<file path="config.mk">
export PLATFORM = sky130hd
export DESIGN_NAME = stack_ctrl_flat
export DESIGN_NICKNAME = d
export VERILOG_FILES = /design/src/rtl/stack_ctrl_if.sv /design/src/rtl/stack_ctrl.sv /design/src/flat_wrapper.sv
export SDC_FILE = /design/constraint.sdc
export NUM_CORES = 1
export LEC_CHECK = 0
export BUFFER_PORTS_ARGS = -buffer_cell sky130_fd_sc_hd__buf_2
export CAP_MARGIN = 20
export CORE_UTILIZATION = 44
export CTS_BUF_LIST = sky130_fd_sc_hd__clkbuf_4 sky130_fd_sc_hd__clkbuf_8 sky130_fd_sc_hd__clkbuf_16
export DETAILED_ROUTE_END_ITERATION = 10
export PLACE_DENSITY_LB_ADDON = 0.2
export SYNTH_ARGS = -nofsm -noshare
export SYNTH_HDL_FRONTEND = slang
export SYNTH_SLANG_ARGS = --single-unit
</file>
<file path="constraint.sdc">
create_clock -name clk -period 2.05 [get_ports clk]
set_input_delay 0.41 -clock clk [delete_from_list [all_inputs] [get_ports clk]]
set_output_delay 0.41 -clock clk [all_outputs]
set_load 0.1 [all_outputs]
</file>
<file path="src/rtl/stack_ctrl_if.sv">
// Bundles the control-FSM request/response signals and the stack RAM port
// of stack_ctrl; the controller uses the slave side.
interface stack_ctrl_if #(
    parameter int DATA_WIDTH = 16,
    parameter int ADDR_WIDTH = 5
);
    logic                  push;
    logic                  pop;
    logic [DATA_WIDTH-1:0] push_data;
    logic                  flush;
    logic                  clr_err;
    logic                  req_ready;
    logic                  pop_valid;
    logic [DATA_WIDTH-1:0] pop_data;
    logic [ADDR_WIDTH:0]   tos_pointer;
    logic                  full;
    logic                  empty;
    logic                  overflow_err;
    logic                  underflow_err;
    logic [ADDR_WIDTH-1:0] ram_addr;
    logic                  ram_we;
    logic [DATA_WIDTH-1:0] ram_wdata;
    logic [DATA_WIDTH-1:0] ram_rdata;

    modport slave (
        input  push, pop, push_data, flush, clr_err, ram_rdata,
        output req_ready, pop_valid, pop_data, tos_pointer, full, empty,
               overflow_err, underflow_err, ram_addr, ram_we, ram_wdata
    );

    modport master (
        output push, pop, push_data, flush, clr_err, ram_rdata,
        input  req_ready, pop_valid, pop_data, tos_pointer, full, empty,
               overflow_err, underflow_err, ram_addr, ram_we, ram_wdata
    );
endinterface

</file>
<file path="src/rtl/stack_ctrl.sv">
// Data-stack controller: turns push/pop/replace-top requests into single-port
// RAM cycles and owns the entry count plus sticky overflow/underflow flags.
module stack_ctrl #(
    parameter int DATA_WIDTH = 16,
    parameter int DEPTH      = 32,
    parameter int ADDR_WIDTH = 5
) (
    input  logic        clk,
    input  logic        rst,
    stack_ctrl_if.slave bus
);
    typedef enum logic [1:0] {IDLE, WRITE, READ, WAIT} state_e;

    localparam logic [ADDR_WIDTH:0] FULL_CNT = (ADDR_WIDTH + 1)'(DEPTH);
    localparam logic [ADDR_WIDTH:0] ONE      = (ADDR_WIDTH + 1)'(1);

    state_e                state_q, state_d;
    logic [ADDR_WIDTH:0]   count_q, count_d;
    logic [ADDR_WIDTH-1:0] addr_q, addr_d;
    logic [DATA_WIDTH-1:0] data_q, data_d;
    logic [DATA_WIDTH-1:0] pop_data_q, pop_data_d;
    logic                  swap_q, swap_d;
    logic                  pop_valid_q, pop_valid_d;
    logic                  ovf_q, ovf_d;
    logic                  unf_q, unf_d;

    logic                  full, empty;
    logic                  ram_we;
    logic [ADDR_WIDTH-1:0] ram_addr;
    logic [DATA_WIDTH-1:0] ram_wdata;

    assign full  = (count_q == FULL_CNT);
    assign empty = (count_q == '0);

    // NOTE: every signal written here gets a default first, so no path through
    // the case statement can leave one unassigned and infer a latch.
    always_comb begin
        state_d     = state_q;
        count_d     = count_q;
        addr_d      = addr_q;
        data_d      = data_q;
        swap_d      = swap_q;
        pop_data_d  = pop_data_q;
        pop_valid_d = 1'b0;
        ovf_d       = ovf_q & ~bus.clr_err;
        unf_d       = unf_q & ~bus.clr_err;
        ram_we      = 1'b0;
        ram_addr    = '0;
        ram_wdata   = '0;

        unique case (state_q)
            IDLE: begin
                if (bus.push && !bus.pop) begin
                    if (full) begin
                        ovf_d = 1'b1;
                    end else begin
                        data_d  = bus.push_data;
                        addr_d  = ADDR_WIDTH'(count_q);
                        swap_d  = 1'b0;
                        state_d = WRITE;
                    end
                end else if (bus.pop) begin
                    if (empty) begin
                        unf_d = 1'b1;
                        // A replace-top on an empty stack degrades to a plain push.
                        if (bus.push) begin
                            data_d  = bus.push_data;
                            addr_d  = ADDR_WIDTH'(count_q);
                            swap_d  = 1'b0;
                            state_d = WRITE;
                        end
                    end else begin
                        swap_d  = bus.push;
                        data_d  = bus.push_data;
                        addr_d  = ADDR_WIDTH'(count_q - ONE);
                        state_d = READ;
                    end
                end
            end
            WRITE: begin
                ram_we    = 1'b1;
                ram_addr  = addr_q;
                ram_wdata = data_q;
                if (!swap_q) count_d = count_q + ONE;
                state_d = IDLE;
            end
            READ: begin
                ram_addr = ADDR_WIDTH'(count_q - ONE);
                if (!swap_q) count_d = count_q - ONE;
                state_d = WAIT;
            end
            WAIT: begin
                pop_data_d  = bus.ram_rdata;
                pop_valid_d = 1'b1;
                state_d     = swap_q ? WRITE : IDLE;
            end
            default: state_d = IDLE;
        endcase

        // Flush drops any request and aborts the operation in flight; errors stay.
        if (bus.flush) begin
            state_d     = IDLE;
            count_d     = '0;
            swap_d      = 1'b0;
            pop_valid_d = 1'b0;
            pop_data_d  = pop_data_q;
            ovf_d       = ovf_q & ~bus.clr_err;
            unf_d       = unf_q & ~bus.clr_err;
            ram_we      = 1'b0;
        end
        if (rst) ram_we = 1'b0;
    end

    // NOTE: state registers use non-blocking assignments so every flop samples
    // the pre-edge value of its inputs, independent of statement order.
    always_ff @(posedge clk) begin
        if (rst) begin
            state_q     <= IDLE;
            count_q     <= '0;
            addr_q      <= '0;
            data_q      <= '0;
            swap_q      <= 1'b0;
            pop_data_q  <= '0;
            pop_valid_q <= 1'b0;
            ovf_q       <= 1'b0;
            unf_q       <= 1'b0;
        end else begin
            state_q     <= state_d;
            count_q     <= count_d;
            addr_q      <= addr_d;
            data_q      <= data_d;
            swap_q      <= swap_d;
            pop_data_q  <= pop_data_d;
            pop_valid_q <= pop_valid_d;
            ovf_q       <= ovf_d;
            unf_q       <= unf_d;
        end
    end

    assign bus.req_ready     = (state_q == IDLE);
    assign bus.pop_valid     = pop_valid_q;
    assign bus.pop_data      = pop_data_q;
    assign bus.tos_pointer   = count_q;
    assign bus.full          = full;
    assign bus.empty         = empty;
    assign bus.overflow_err  = ovf_q;
    assign bus.underflow_err = unf_q;
    assign bus.ram_addr      = ram_addr;
    assign bus.ram_we        = ram_we;
    assign bus.ram_wdata     = ram_wdata;
endmodule

</file>
<file path="src/flat_wrapper.sv">
// flat-port wrapper written by rule: the top's interface ports become plain ports
module stack_ctrl_flat 
#(
    parameter int DATA_WIDTH = 16,
    parameter int DEPTH      = 32,
    parameter int ADDR_WIDTH = 5
)
  (clk, rst, bus_push, bus_pop, bus_push_data, bus_flush, bus_clr_err, bus_ram_rdata, bus_req_ready, bus_pop_valid, bus_pop_data, bus_tos_pointer, bus_full, bus_empty, bus_overflow_err, bus_underflow_err, bus_ram_addr, bus_ram_we, bus_ram_wdata);
  stack_ctrl_if #(.DATA_WIDTH(DATA_WIDTH), .ADDR_WIDTH(ADDR_WIDTH)) bus_i ();
  input  logic clk;
  input  logic rst;
  input wire logic [$bits(bus_i.push)-1:0] bus_push;
  input wire logic [$bits(bus_i.pop)-1:0] bus_pop;
  input wire logic [$bits(bus_i.push_data)-1:0] bus_push_data;
  input wire logic [$bits(bus_i.flush)-1:0] bus_flush;
  input wire logic [$bits(bus_i.clr_err)-1:0] bus_clr_err;
  input wire logic [$bits(bus_i.ram_rdata)-1:0] bus_ram_rdata;
  output wire logic [$bits(bus_i.req_ready)-1:0] bus_req_ready;
  output wire logic [$bits(bus_i.pop_valid)-1:0] bus_pop_valid;
  output wire logic [$bits(bus_i.pop_data)-1:0] bus_pop_data;
  output wire logic [$bits(bus_i.tos_pointer)-1:0] bus_tos_pointer;
  output wire logic [$bits(bus_i.full)-1:0] bus_full;
  output wire logic [$bits(bus_i.empty)-1:0] bus_empty;
  output wire logic [$bits(bus_i.overflow_err)-1:0] bus_overflow_err;
  output wire logic [$bits(bus_i.underflow_err)-1:0] bus_underflow_err;
  output wire logic [$bits(bus_i.ram_addr)-1:0] bus_ram_addr;
  output wire logic [$bits(bus_i.ram_we)-1:0] bus_ram_we;
  output wire logic [$bits(bus_i.ram_wdata)-1:0] bus_ram_wdata;
  assign bus_i.push = bus_push;
  assign bus_i.pop = bus_pop;
  assign bus_i.push_data = bus_push_data;
  assign bus_i.flush = bus_flush;
  assign bus_i.clr_err = bus_clr_err;
  assign bus_i.ram_rdata = bus_ram_rdata;
  assign bus_req_ready = bus_i.req_ready;
  assign bus_pop_valid = bus_i.pop_valid;
  assign bus_pop_data = bus_i.pop_data;
  assign bus_tos_pointer = bus_i.tos_pointer;
  assign bus_full = bus_i.full;
  assign bus_empty = bus_i.empty;
  assign bus_overflow_err = bus_i.overflow_err;
  assign bus_underflow_err = bus_i.underflow_err;
  assign bus_ram_addr = bus_i.ram_addr;
  assign bus_ram_we = bus_i.ram_we;
  assign bus_ram_wdata = bus_i.ram_wdata;
  stack_ctrl #(.DATA_WIDTH(DATA_WIDTH), .DEPTH(DEPTH), .ADDR_WIDTH(ADDR_WIDTH)) u_core (.clk(clk), .rst(rst), .bus(bus_i));
endmodule
</file>
======== Yosys cells after proc, flatten, opt, wreduce, memory -nomap -nowiden ========
Index checks and enable logic that the tools add are counted.
word-level totals
  word-level logic and storage cells ...... 77
  register bits ........................... 49
  bits of input ports ..................... 38
operators by class
  muxes and demuxes ....................... 40
  reduce and logical (&&, ||, !) cells .... 11
  equal/unequal tests ..................... 11
  bitwise gates (word level) .............. 4
  add/sub/neg operators ................... 2
operators with widths
  kind                                                                    count
  16-bit 2-to-1 mux                                                       6
  5-bit 2-to-1 mux                                                        5
  1-bit 2-to-1 mux                                                        19
  6-bit 2-to-1 mux                                                        2
  6-bit one-hot mux with 2 select lines                                   1
  2-bit 2-to-1 mux                                                        5
  5-bit one-hot mux with 2 select lines                                   1
  2-bit one-hot mux with 4 select lines                                   1
  6-bit by 1-bit adder with 6-bit output (second input constant)          1
  6-bit equality test (second input constant)                             1
  6-bit zero test                                                         1
  2-bit != test (second input constant)                                   3
  3-bit by 2-bit != test with 1-bit output (second input constant)        2
  3-bit AND reduction                                                     2
  6-bit by 1-bit subtractor with 6-bit output (second input constant)     1
  2-bit equality test (second input constant)                             2
  4-bit by 3-bit != test with 1-bit output (second input constant)        1
  4-bit AND reduction                                                     1
  2-bit nonzero test                                                      2
  3-bit != test (second input constant)                                   1
  1-bit AND                                                               2
  2-bit by 1-bit equality test with 1-bit output (second input constant)  1
  2-bit zero test                                                         1
  1-bit NOT                                                               2
  other kinds (4)                                                         4

======== Depth between registers and ports, before layout ========
  word-level depth ........................ 7
  depth in mapped cells ................... 8
  mapped depth without buffers ............ 6

======== Worst setup path after synthesis ========
OpenSTA, ideal clock, no wires.
  kind .................................... register -> output
  start ................................... register u_core.count_q[0] (netlist: u_core.bus.tos_pointer[0])
  end ..................................... output bus_ram_addr[1]
  stages on the path, launching flop included .. 5
  path slack .............................. -2,270 ps
  buffers on the path ..................... 0
  data arrival time ....................... 3,910 ps
  path through ............................ dfxtp_1 > inv_1 > ha_1 > nand2b_1 > a21boi_0
between the ends
  longest elaborated chain between the ends .. 2
RTL lines
  item                                         RTL line            RTL
  from (decl)                                  stack_ctrl.sv:18    logic [ADDR_WIDTH:0] count_q, count_d;
  from (signal assigned)                       stack_ctrl.sv:129   count_q <= count_d;
  6-bit by 1-bit subtractor with 6-bit output  stack_ctrl.sv:88    ram_addr = ADDR_WIDTH'(count_q - ONE);
  5-bit one-hot mux with 2 select lines        stack_ctrl.sv:51    unique case (state_q)
  to (decl)                                    flat_wrapper.sv:26  output wire logic [$bits(bus_i.ram_addr)-1:0] bus_ram_addr;
No other way between the ends.

======== Worst setup path after layout ========
  start ................................... register u_core.count_q[1] (netlist: u_core.bus.tos_pointer[1])
  end ..................................... output bus_full
between the ends
  longest elaborated chain between the ends .. 1
RTL lines
  item                 RTL line            RTL
  6-bit equality test  stack_ctrl.sv:32    assign full = (count_q == FULL_CNT);
  to (decl)            flat_wrapper.sv:22  output wire logic [$bits(bus_i.full)-1:0] bus_full;
No other way between the ends.

==> reports/results.txt <==
H-tree depth - 2
Placed cell area - 3340 sq um
Reg-to-Reg Start - u_core.bus.tos_pointer[1]$_SDFFE_PP0P_
Synth async-reset ratio - 0%
Dpl ws - 0.0368 ns
Worst-path maximum fanout - 5
Vias in the first global route - 2024
Total of max-cap violations - 0
Met2 Usage GRT - 35.5%
Root buffer cell - clkbuf_8
Post-Layout Inst Area - 3660 sq um
Max IR drop VDD - 0.502 mV
Sequential share of the synthesized area - 41.4%
Met1 usage - 28.0%
RSZ-0062 raised after global routing - yes
Fmax - 471 MHz
Worst slew pin tran - 0.676 ns
DPL Wire Length - 4450 um
CP Capture Type - primary output
Most Crowded Layer GR - met2
Die height - 75.4 um
Syn_nets - 339
Status - finished with violations
Met3 usage - 4.37%
Clk slew on worst S/H paths - 0.09 ns
CTS Buffer Depth - 2
R2R setup slack - 0.02 ns
Wire per inst - 13.6 um
CP startpoint kind - flop
Fraction of layout cells with a size suffix above 1 - 41.0%
Drc violations - 0
DRT Pass-1 Iters - 4
Slew Limit Fails - 0
Port Buffers - 87
Starting Density - 46.1%
Die width - 75.4 um
WP data required - 1.64 ns
WP data arrival - 1.72 ns
Setup TNS - -0.168 ns
Final ANT Viol Nets - 0
Netlist cell types - 44
Vias per cell - 5.18
CTS tree - built
#FFs+latches synth - 49
Number of synthesized flops with an enable pin - 0
Cells after Synth - 294
Total GRT Usage - 21.3%
Hold Path Class - in2reg
FF-to-FF path depth - 8
Lkg Pwr - 0.00150 uW
I/O pins - 88
Initial DRC count - 105
Synth area leaders - dfxtp_1 41%, nand2_1 11%, a21oi_1 7.6%
FF+latch area - 1000 sq um
Global-route wire length before repair - 9270 um
RR Endpoint - u_core.data_q[1]$_SDFFE_PP0P_
Crit Path Class - reg2out
Vias - 2381
Footprint of the multi-input gates - 1440 sq um
Fillers - 426
Critical path's slowest cell - or4b_4
Layout area overhead - 54.3%
Tmin final - 2.13 ns
Core outline area - 5140 sq um
CTS Buf Count - 5
Placed Cells - 439
Ant diodes - 0
RePlAce Congestion - 0.909
P per Cell Area - 667 nW/um^2
Worst Skew - 0.00730 ns
Worst path max stage delay - 0.51 ns
Final hold vios - 0
Slew headroom - 55.0%
Area leader, netlist - dfxtp_1
Sink Count - 49
Yosys warns - 0
Mean Syn Cell Area - 8.06 sq um
Post-CTS Hold Fix Bufs - 0
Critical Path Start - u_core.bus.tos_pointer[1]$_SDFFE_PP0P_
GRT overflow - 0
Pin count of the biggest net entering global routing - 31
Final setup viols - 3
Clock latency on the worst-skew pair - 0.30 ns
Critical path endpoint - bus_full
Period utilization - 104%
Die ar. - 5690 sq um
Nets@finish - 434
Non-Filler Instances - 460
Post-synth top area share - 41.4%
Post-route setup slack - -0.0751 ns
Post-Synthesis Cell Area - 2370 sq um
Wirelength, routed - 6280 um
Critical-path cell list - inv_4, ha_4, or4b_4, nor2_4, buf_12
Row count - 26
Initial antenna violation count - 0
Failing checks - setup timing
Most used DFF post-synth - dfxtp_1
-- final cells by class --
type | count | share of cell area [%]
clock inverter | 1 | 0.171
timing repair buffer | 110 | 27.7
multi-input combinational | 216 | 39.2
inverter | 7 | 0.855
clock buffer | 7 | 2.29
tap | 70 | 2.39
sequential | 49 | 27.4
-- what timing repair did --
action	CTS	global route
setup endpoints to repair	21	15
resized for setup	9	9
pin swaps	4	7
setup buffers	7	4
hold endpoints to repair	0	0
cloned	0	2
-- stage by stage --
stage	utilization, %	power (uW)	hold WS, ns
CTS	68.8	2380	0.334
finish	71.2	2440	0.332
floorplan	-	1560	0.432
detailed placement	65.0	1760	0.443
global route	71.2	2550	0.344
global placement	65.0	1750	0.437
-- synth_stat cells, types with 2 or more instances --
| library cell | number |
|---|---|
| inv_1 | 7 |
| nand3_1 | 4 |
| a21boi_0 | 2 |
| ha_1 | 7 |
| nor2b_1 | 8 |
| nand2_1 | 70 |
| and2_1 | 18 |
| nor2_1 | 17 |
| buf_2 | 3 |
| o31ai_1 | 2 |
| mux2_2 | 2 |
| nor3_1 | 2 |
| a311oi_1 | 2 |
| clkbuf_1 | 15 |
| buf_6 | 3 |
| o211ai_1 | 2 |
| a211oi_1 | 3 |
| a22oi_1 | 5 |
| dfxtp_1 | 49 |
| nand2b_1 | 3 |
| xor2_1 | 5 |
| xnor2_1 | 3 |
| and4b_1 | 2 |
| or3_1 | 3 |
| o21ai_0 | 3 |
| a21oi_1 | 36 |
-- where the power goes --
part           internal, uW  leakage [uW]  total, uW  switching, uW
Sequential             1000      0.000403       1030           31.0
Clock                   270     0.0000496        587            318
Combinational           344       0.00105        821            477
-- logic make-up after synthesis --
| logic type | Yosys count | share of synthesized area [%] |
|---|---|---|
| and+or+nand+nor | 132 | 26.2 |
| AOI/OAI and AO/OA | 67 | 19.0 |
| DFF | 49 | 41.4 |
| buffers and inverters | 29 | 5.86 |
| xor gates and xnor gates | 8 | 2.96 |
| adders and majority gates | 7 | 3.69 |
| muxes | 2 | 0.950 |
-- cells in the final DEF, fill, tap and decap left out, types with 3 or more instances in the layout --
cell	Yosys	layout
ha_1	7	3
a21oi_2	0	4
nand2_1	70	70
nand3_1	4	4
clkbuf_8	0	5
a22oi_2	0	3
buf_12	0	25
ha_4	0	3
buf_2	3	63
nor2_1	17	15
inv_4	0	3
dfxtp_4	0	5
dfxtp_1	49	43
nor2b_1	8	4
buf_4	1	19
inv_1	7	4
and2_1	18	18
xor2_1	5	4
nor2b_4	0	4
nand2b_1	3	3
a21oi_1	36	32
a211oi_1	3	3
-- flip-flops by register name (all words and copies together), names as in the netlist --
| register | count |
|---|---|
| u_core.addr_q | 5 |
| u_core.bus.overflow_err | 1 |
| u_core.bus.pop_data | 16 |
| u_core.bus.pop_valid | 1 |
| u_core.bus.tos_pointer | 6 |
| u_core.bus.underflow_err | 1 |
| u_core.data_q | 16 |
| u_core.state_q | 2 |
| u_core.swap_q | 1 |
-- metal layers --
metal | share of wire [%] | up-vias
met2 | 49 | 82
met3 | 6.8 | 8
li1 | - | 1180
met5 | 0 | -
met4 | 1.3 | 0
met1 | 43 | 1111
-- how the worst min path moves through the flow --
stage | startpoint | to | slack, ns | cells past startpoint
after floorplan | u_core.data_q[0]$_SDFFE_PP0P_ | u_core.data_q[0]$_SDFFE_PP0P_ | 0.43 | 2
after global placement | u_core.data_q[3]$_SDFFE_PP0P_ | u_core.data_q[3]$_SDFFE_PP0P_ | 0.44 | 2
after detailed placement | u_core.data_q[2]$_SDFFE_PP0P_ | u_core.data_q[2]$_SDFFE_PP0P_ | 0.44 | 2
after CTS | bus_ram_rdata[14] | u_core.bus.pop_data[14]$_SDFFE_PP0P_ | 0.33 | 3
after global routing | bus_push_data[4] | u_core.data_q[4]$_SDFFE_PP0P_ | 0.34 | 3
final | bus_ram_rdata[4] | u_core.bus.pop_data[4]$_SDFFE_PP0P_ | 0.33 | 3
-- critical path, delay by kind of cell (launching register included) --
family / cells / cell delay, ns
AND/OR/NAND/NOR: 2 / 0.66
flip-flops: 1 / 0.37
buffers and inverters: 2 / 0.25
adder cells (fa/ha/maj): 1 / 0.13
Note: power is estimated with default switching activity, not from simulation.
